$ cat config.mk
export PLATFORM = sky130hd
export DESIGN_NAME = cdc_hs_arbiter
export DESIGN_NICKNAME = d
export VERILOG_FILES = /design/src/rtl/cdc_hs_arbiter.sv
export SDC_FILE = /design/constraint.sdc
export NUM_CORES = 1
export LEC_CHECK = 0
export ABC_AREA = 1
export CORE_ASPECT_RATIO = 0.6
export CORE_MARGIN = 10
export CORE_UTILIZATION = 41
export CTS_BUF_LIST = sky130_fd_sc_hd__clkbuf_16
export CTS_CLUSTER_SIZE = 10
export DETAILED_ROUTE_END_ITERATION = 16
export MAX_ROUTING_LAYER = met4
export PLACE_DENSITY = 0.8
export SLEW_MARGIN = 10
export SYNTH_ARGS = -nofsm -noshare
export SYNTH_HDL_FRONTEND = slang
export SYNTH_SLANG_ARGS = --single-unit
export TNS_END_PERCENT = 5
$ cat constraint.sdc
create_clock -name i_clk -period 1.62 [get_ports i_clk]
set_input_delay 0.324 -clock i_clk [delete_from_list [all_inputs] [get_ports i_clk]]
set_output_delay 0.324 -clock i_clk [all_outputs]
set_load 0.01 [all_outputs]
$ cat src/rtl/cdc_hs_arbiter.sv
// Round-robin source-side arbiter sharing one 4-phase handshake CDC channel
// among N_REQ requesters; counts completed transfers and flags lost acknowledges.
module cdc_hs_arbiter #(
  parameter int  N_REQ   = 4,
  parameter int  DATA_W  = 8,
  parameter int  TIMEOUT = 8,
  localparam int ID_W    = $clog2(N_REQ)
) (
  input  logic                      i_clk,
  input  logic                      i_rstn,
  input  logic [N_REQ-1:0]          req_valid,
  input  logic [N_REQ*DATA_W-1:0]   req_data,
  output logic [N_REQ-1:0]          req_ack,
  output logic                      cdc_valid,
  output logic [ID_W+DATA_W-1:0]    cdc_data,
  input  logic                      cdc_busy,
  output logic [ID_W-1:0]           grant_id,
  output logic [15:0]               xfer_cnt,
  output logic                      err_timeout
);

  localparam int CNT_W = $clog2(TIMEOUT);

  typedef enum logic [1:0] {
    IDLE    = 2'd0,
    ISSUE   = 2'd1,
    WAIT_HI = 2'd2,
    WAIT_LO = 2'd3
  } state_e;

  state_e             state_r;
  state_e             state_nxt_s;
  logic [CNT_W-1:0]   tmo_cnt_r;
  logic [CNT_W-1:0]   tmo_cnt_nxt_s;
  logic [ID_W-1:0]    last_grant_r;
  logic [ID_W-1:0]    cand_s;
  logic [ID_W-1:0]    win_id_s;
  logic               win_found_s;
  logic [DATA_W-1:0]  win_data_s;
  logic               issue_s;
  logic               xfer_done_s;
  logic               tmo_hit_s;

  // Round-robin search starting at the requester after the last grant
  always_comb begin
    win_found_s = 1'b0;
    win_id_s    = '0;
    cand_s      = '0;
    for (int i = 1; i <= N_REQ; i++) begin
      cand_s = ID_W'((int'(last_grant_r) + i) % N_REQ);
      if (!win_found_s && req_valid[cand_s]) begin
        win_found_s = 1'b1;
        win_id_s    = cand_s;
      end else begin
        win_found_s = win_found_s;
      end
    end
  end

  // Payload mux for the selected requester
  always_comb begin
    win_data_s = '0;
    for (int k = 0; k < N_REQ; k++) begin
      if (win_id_s == ID_W'(k)) begin
        win_data_s = req_data[k*DATA_W +: DATA_W];
      end else begin
        win_data_s = win_data_s;
      end
    end
  end

  // Next-state and registered-output enables
  always_comb begin
    state_nxt_s   = state_r;
    tmo_cnt_nxt_s = tmo_cnt_r;
    issue_s       = 1'b0;
    xfer_done_s   = 1'b0;
    tmo_hit_s     = 1'b0;
    case (state_r)
      IDLE: begin
        // busy still high means the previous handshake has not unwound yet
        if (!cdc_busy && win_found_s) begin
          state_nxt_s = ISSUE;
          issue_s     = 1'b1;
        end else begin
          state_nxt_s = IDLE;
        end
      end
      ISSUE: begin
        state_nxt_s   = WAIT_HI;
        tmo_cnt_nxt_s = '0;
      end
      WAIT_HI: begin
        if (cdc_busy) begin
          state_nxt_s   = WAIT_LO;
          tmo_cnt_nxt_s = '0;
        end else if (tmo_cnt_r == CNT_W'(TIMEOUT - 2)) begin
          state_nxt_s   = IDLE;
          tmo_cnt_nxt_s = '0;
          tmo_hit_s     = 1'b1;
        end else begin
          tmo_cnt_nxt_s = tmo_cnt_r + CNT_W'(1);
        end
      end
      WAIT_LO: begin
        if (!cdc_busy) begin
          state_nxt_s = IDLE;
          xfer_done_s = 1'b1;
        end else begin
          state_nxt_s = WAIT_LO;
        end
      end
      default: begin
        state_nxt_s   = IDLE;
        tmo_cnt_nxt_s = '0;
      end
    endcase
  end

  // FSM state and timeout counter
  always_ff @(posedge i_clk) begin
    if (!i_rstn) begin
      state_r   <= IDLE;
      tmo_cnt_r <= '0;
    end else begin
      state_r   <= state_nxt_s;
      tmo_cnt_r <= tmo_cnt_nxt_s;
    end
  end

  // Registered outputs, grant history and transfer statistics
  always_ff @(posedge i_clk) begin
    if (!i_rstn) begin
      cdc_valid    <= 1'b0;
      cdc_data     <= '0;
      req_ack      <= '0;
      grant_id     <= '0;
      last_grant_r <= ID_W'(N_REQ - 1);
      xfer_cnt     <= 16'd0;
      err_timeout  <= 1'b0;
    end else begin
      cdc_valid <= issue_s;
      req_ack   <= issue_s ? ({{(N_REQ-1){1'b0}}, 1'b1} << win_id_s) : '0;
      if (issue_s) begin
        cdc_data     <= {win_id_s, win_data_s};
        grant_id     <= win_id_s;
        last_grant_r <= win_id_s;
      end
      if (xfer_done_s) begin
        xfer_cnt <= xfer_cnt + 16'd1;
      end
      if (tmo_hit_s) begin
        err_timeout <= 1'b1;
      end
    end
  end

endmodule

==> metrics.md, run 1 <==
| Metric | Value |
|---|---|
| Launch instance of the worst register-to-register path | `last_grant_r[1]` |
| Data arrival time of the worst path | `2.16 ns` |
| Clock transition at path regs | `0.06 ns` |
| CP max FO | `13` |
| Max clock buf depth | `2` |
| Core occupancy in the finished layout | `68.9%` |
| Number of synthesized flops with an enable pin | `0` |
| FFs w/ async S/R, synth | `0%` |
| Power density relative to cell area | `1620 nW/um^2` |
| Worst Max-Slew Pin Slew | `0.304 ns` |
| Routed met3 length | `664 um` |
| Reg-to-reg endpoint | `cdc_data[1]` |
| Period Utilization, post-route | `123%` |
| Number of buffers inserted by hold repair at cts | `0` |
| FF+latch area | `795 sq um` |
| RD Place Congestion | `0.893` |
| Post-DR wirelength/cell | `15.9 um` |
| RSZ-0062 raised after global routing | `true` |
| Syn_nets | `356` |
| Starting DRC count in detailed routing | `260` |
| Final max-slew violation count | `0` |
| Flop-to-flop setup slack | `-0.37 ns` |
| Number of nets with antenna violations after routing | `0` |
| Filler Cells Inserted | `381` |
| Vias in the first global route | `2267` |
| Final hold vios | `0` |
| CP startpoint | `last_grant_r[1]` |
| Count of different cell masters after synthesis | `39` |
| Post-route non-filler standard cell count | `483` |
| Critical path required time | `1.79 ns` |
| Accumulated negative setup slack | `-4.96 ns` |
| GRT Overall Usage | `15.4%` |
| Smallest setup slack after layout | `-0.365 ns` |
| Result of the run | `complete, but fails checks` |
| Global-route wire length before repair | `10.9 mm` |
| Leading cell types by total area after synthesis | `dfxtp_1, nand2_1, nand3_1` |
| Violations in the final reports | `setup timing` |
| Worst setup path category | `reg -> reg` |
| Num CTS Buffers | `5` |
| Fmax achieved | `504 MHz` |
| Warning count from the yosys run | `0` |
| Maximum Capacitance Violations | `0` |
| Largest voltage drop on the vdd net | `0.980 mV` |
| Cell with the most instances after synthesis | `nand2_1` |
| Depth of the most critical reg-to-reg path | `14` |
| Final standard cell area without fillers | `3540 sq um` |
| Area of the core | `5130 sq um` |
| Post-place instance area | `3140 sq um` |
| Leakage power of the design | `0.00160 uW` |
| Final HPWL from detailed placement | `5.27 mm` |
| Min-Delay Path Depth | `2` |
| Ratio of cells with drive above 1 in the final layout | `26.4%` |
| Antenna diode count | `0` |
| Top Layer Used | `met4` |
| Number of clock sinks seen by CTS | `39` |
| Synthesized area per cell | `7.02 sq um` |
| Largest net degree at the start of global routing | `15` |
| Final Net Count | `459` |
| Clock insertion delay at the later pin of the skew report | `0.28 ns` |
| Synth top cells by count | `nand2_1, dfxtp_1, inv_1` |
| Post-layout min period | `1.99 ns` |
| Cell row count | `20` |
| Met2 Routed Length | `3.47 mm` |
| Total area of multi-input combinational cells | `1340 sq um` |
| Synth top area share | `35.5%` |
| Total of endpoints with negative setup slack in the final report | `21` |
| Cells after Synth | `313` |
| Overflow after GRT | `0` |
| Number of storage elements in the synthesis netlist | `39` |
| Launch point of the worst hold path | `cdc_data[2]` |
| Synth Cell Area | `2200 sq um` |
| H-tree lvl count | `2` |
| Leading register cell type out of synthesis | `dfxtp_1` |
| Detailed-route wire length on metal 1 | `3.41 mm` |
| Residual DRC | `0` |
| Sort of element at the end of the critical path | `register` |
| Count of buffers inserted at the top-level ports | `72` |
| Sequential element share of the synthesized area | `35.5%` |
| Termination of the worst setup path | `cdc_data[1]` |
| CTS tree | `done` |
| Die outline height | `76.7 um` |
| Initial antenna violation count | `0` |
| Initial core utilization | `42.8%` |
| Clock tree skew after final layout | `0.00185 ns` |
| Routed vias | `2484` |
| Root buf cell | `clkbuf_16` |
| Boundary pin count | `73` |
| Overall die area | `8780 sq um` |
| Width of the chip | `115 um` |
| Cells after DPL | `467` |
| Class of the tightest hold or removal check | `reg -> reg` |
| Largest area contributor in the netlist | `dfxtp_1` |
| Avg Vias per Cell | `5.14` |
| Relative slew slack | `79.5%` |
| Overall routed net length | `7.69 mm` |
| Layout overhead on the synthesized area | `60.9%` |
| Number of iterations in the first detailed-routing pass | `5` |
| CP Launch Type | `register` |
-- cell usage in the layout (no fill, tap or decap), drive strengths merged, types with 4 or more instances in the layout --
cell type / synthesis / routed
inv: 41 / 42
nor2: 29 / 29
clkdlybuf4s50: 0 / 65
dfxtp: 39 / 39
dlygate4sd2: 0 / 6
o21ai: 23 / 23
buf: 10 / 34
nor3: 7 / 7
a21oi: 14 / 14
clkbuf: 1 / 5
nand2: 96 / 97
ha: 4 / 4
nand3: 28 / 28
-- cells by family after synthesis --
family | share of synthesized area, %
xor gates and xnor gates | 1.59
buffers and inverters | 12.2
AOI/OAI and AO/OA | 12.2
DFF | 35.5
and+or+nand+nor | 36.1
adders and majority gates | 2.28
-- final cells by class --
type | count | area share [%]
clock buffers | 5 | 3.54
clock inverters | 3 | 0.354
inverters | 42 | 5.20
multi-input cells | 222 | 37.8
flip-flops and latches | 39 | 22.5
well taps | 66 | 2.34
repair buffers | 106 | 28.3
-- per-layer routing --
layer	global-route usage, %	vias to the layer above
li1	-	1214
met1	20.0	1130
met2	21.7	125
met3	4.90	15
met4	5.86	0
met5	-	-
-- flip-flops by register name (all words and copies together), names as in the netlist --
name and cells:
cdc_valid 1, last_grant_r 2, state_r 2, xfer_cnt 16, tmo_cnt_r 3, cdc_data 10, err_timeout 1, req_ack 4
-- stage by stage --
stage          total power [uW]  worst slack [ns]  hold slack [ns]
2_1_floorplan              3070          -0.00767            0.444
3_3_place_gp               3950            -0.474            0.442
3_5_place_dp               3990            -0.518            0.445
4_1_cts                    5150            -0.170            0.460
5_1_grt                    6040            -0.400            0.491
6_report                   5740            -0.365            0.466
-- where the power goes --
group	leakage (uW)	switching (uW)	internal, uW	total [uW]
logic	0.00120	2000	1520	3530
registers	0.000319	127	1150	1280
clock network	0.0000762	374	556	930
-- repair_timing --
item,CTS,global route
pin swaps,11,19
endpoints found under the setup margin,23,27
gates resized for setup,18,42
gates cloned,1,0
buffers inserted,4,3
-- worst min-delay path by stage --
stage,endpoint
after detailed placement,cdc_data[5]
after global routing,cdc_data[7]
after global placement,cdc_data[3]
after CTS,cdc_data[0]
final,cdc_data[2]
after floorplan,tmo_cnt_r[2]
-- worst max-delay path: stages, from the launching register on --
cell and delay (ns):
dfxtp_4 0.36, buf_4 0.15, nand2_2 0.07, nand2_2 0.06
nand2_2 0.10, nand2_4 0.07, nor2_4 0.17, nand4_1 0.24
nand3_2 0.18, nor2_4 0.06, buf_12 0.15, o21ai_2 0.06
inv_1 0.07, nand2_1 0.08, nand2_1 0.06
No activity file was read; power rests on OpenSTA's default activity.
==> inputs of run 2 (changes only) <==
CTS_CLUSTER_SIZE = 24   (was 10)
SLEW_MARGIN = 15   (was 10)
==> results of run 2 <==
The final DEF is identical to that of run 1; final timing and power are the same.
==> inputs of run 3 (changes only) <==
HOLD_SLACK_MARGIN = 0.08   (was default)
PLACE_DENSITY = 0.77   (was 0.8)
==> run 3 against run 2 <==
The run still ends with setup timing left. First-iteration DRC count is 53% lower. Critical path type unchanged. Setup slack better by 0.16 ns. Register-to-register slack better by 0.16 ns.
==> metrics.md, run 3 (synthesis results as in run 1) <==
| Metric | Value |
|---|---|
| Result of the run | `complete, but fails checks` |
| RSZ-0062 raised after global routing | `true` |
| Number of nets with antenna violations after routing | `0` |
| Vias in the first global route | `2266` |
| H-tree lvl count | `2` |
| Final HPWL from detailed placement | `5.36 mm` |
| Worst setup path category | `reg -> reg` |
| Initial antenna violation count | `0` |
| GRT Overall Usage | `16.2%` |
| Post-DR wirelength/cell | `15.2 um` |
| Clock tree skew after final layout | `0.00629 ns` |
| Number of iterations in the first detailed-routing pass | `4` |
| Count of buffers inserted at the top-level ports | `72` |
| Post-layout min period | `1.82 ns` |
| Smallest setup slack after layout | `-0.202 ns` |
| Relative slew slack | `84.5%` |
| Data arrival time of the worst path | `2.00 ns` |
| Launch point of the worst hold path | `cdc_data[7]` |
| Number of buffers inserted by hold repair at cts | `0` |
| RD Place Congestion | `0.897` |
| Worst Max-Slew Pin Slew | `0.231 ns` |
| Final Net Count | `463` |
| Most frequent standard cell in the layout excluding fill and tap cells | `nand2_1` |
| Layout overhead on the synthesized area | `63.9%` |
| Ratio of cells with drive above 1 in the final layout | `27.1%` |
| CP max FO | `9` |
| Clock insertion delay at the later pin of the skew report | `0.28 ns` |
| Boundary pin count | `73` |
| Width of the chip | `115 um` |
| Largest voltage drop on the vdd net | `0.917 mV` |
| Max clock buf depth | `2` |
| Depth of the most critical reg-to-reg path | `13` |
| Sort of element at the end of the critical path | `register` |
| Leakage power of the design | `0.00162 uW` |
| Violations in the final reports | `setup timing` |
| Accumulated negative setup slack | `-2.36 ns` |
| Starting DRC count in detailed routing | `123` |
| Overall routed net length | `7.41 mm` |
| Global-route wire length before repair | `11.4 mm` |
| Flop-to-flop setup slack | `-0.20 ns` |
| Reg-to-reg endpoint | `cdc_data[4]` |
| Registers with the highest flip-flop counts | `xfer_cnt x16, cdc_data x10, req_ack x4` |
| End point of the worst hold path | `cdc_data[7]` |
| Cell row count | `20` |
| Maximum Capacitance Violations | `0` |
| Power density relative to cell area | `1700 nW/um^2` |
| Root buf cell | `clkbuf_16` |
| Overflow after GRT | `0` |
| Total of endpoints with negative setup slack in the final report | `19` |
| Overall die area | `8780 sq um` |
| Max reg flops | `16` |
| Class of the tightest hold or removal check | `reg -> reg` |
| Commonest cells after routing, fill and taps aside | `nand2_1, clkdlybuf4s50_1, dfxtp_1, inv_1, buf_4` |
| Critical path required time | `1.80 ns` |
| Area of the core | `5130 sq um` |
| Largest Register | `xfer_cnt` |
| Die outline height | `76.7 um` |
| Residual DRC | `0` |
| Avg Vias per Cell | `4.93` |
| Final max-slew violation count | `0` |
| CP Launch Type | `register` |
| Initial core utilization | `42.8%` |
| Largest net degree at the start of global routing | `15` |
| Launch instance of the worst register-to-register path | `last_grant_r[0]` |
| Antenna diode count | `0` |
| Fmax achieved | `549 MHz` |
| Routed vias | `2403` |
| Clock transition at path regs | `0.06 ns` |
| Power Total | `6120 uW` |
| Num CTS Buffers | `5` |
| Number of clock sinks seen by CTS | `39` |
| Min-Delay Path Depth | `2` |
| Period Utilization, post-route | `112%` |
| CTS tree | `done` |
| Final hold vios | `0` |
[run 3: routing by layer]
metal | track usage [%] | vias to the layer above | routed length, um
met5 | - | - | 0
met4 | 5.61 | 0 | 97
met3 | 4.27 | 8 | 482
met2 | 24.4 | 74 | 3450
met1 | 20.4 | 1101 | 3370
li1 | - | 1220 | -
[run 3: worst max-delay path by stage]
stage / to / slack, ns / from
2_1_floorplan: xfer_cnt[13] / -0.008 / state_r[1]
3_3_place_gp: cdc_data[1] / -0.45 / req_valid[2]
3_5_place_dp: cdc_data[1] / -0.52 / req_valid[2]
4_1_cts: cdc_data[0] / -0.17 / last_grant_r[0]
5_1_grt: cdc_data[4] / -0.35 / last_grant_r[0]
6_report: cdc_data[4] / -0.20 / last_grant_r[0]
[run 3: metrics by stage]
step | hold slack, ns | setup WS (ns) | utilization (%) | area [sq um] | instances
final | 0.460 | -0.202 | 70.2 | 3600 | 487
after CTS | 0.459 | -0.173 | 66.8 | 3420 | 485
after detailed placement | 0.444 | -0.524 | 61.7 | 3170 | 469
after global placement | 0.442 | -0.449 | 61.7 | 3170 | 469
after floorplan | 0.444 | -0.00767 | - | 2220 | 313
after global routing | 0.476 | -0.351 | 70.2 | 3600 | 487
[run 3: worst max-delay path, stage by stage, from the launching register on]
cell	delay, ns
dfxtp_2	0.32
buf_12	0.13
inv_8	0.08
nand2_1	0.05
nand3_1	0.07
nand2_1	0.10
a21oi_1	0.21
nand2_2	0.15
nand2_8	0.16
inv_2	0.08
o21ai_0	0.11
nand3_1	0.12
nand2_1	0.08
nand2_1	0.04
[run 3: layout make-up]
cell class,count,area (sq um)
clock buffer,5,125
clock inverter,3,38.8
fill,429,1530
inverter,42,184
multi-input combinational,222,1340
sequential,39,795
tap,66,82.6
timing repair buffer,109,1030
timing repair inverter,1,3.75
[run 3: power breakdown]
group	internal, uW	switching [uW]	total, uW	leakage (uW)
clock network	718	383	1100	0.0000812
logic	1690	2050	3740	0.00122
registers	1150	134	1290	0.000318
total	3560	2570	6120	0.00162
[run 3: what timing repair did]
action,CTS,global route
gates resized for setup,28,40
setup endpoints to repair,23,29
setup buffers,6,2
pin swaps,7,15
cloned,2,0
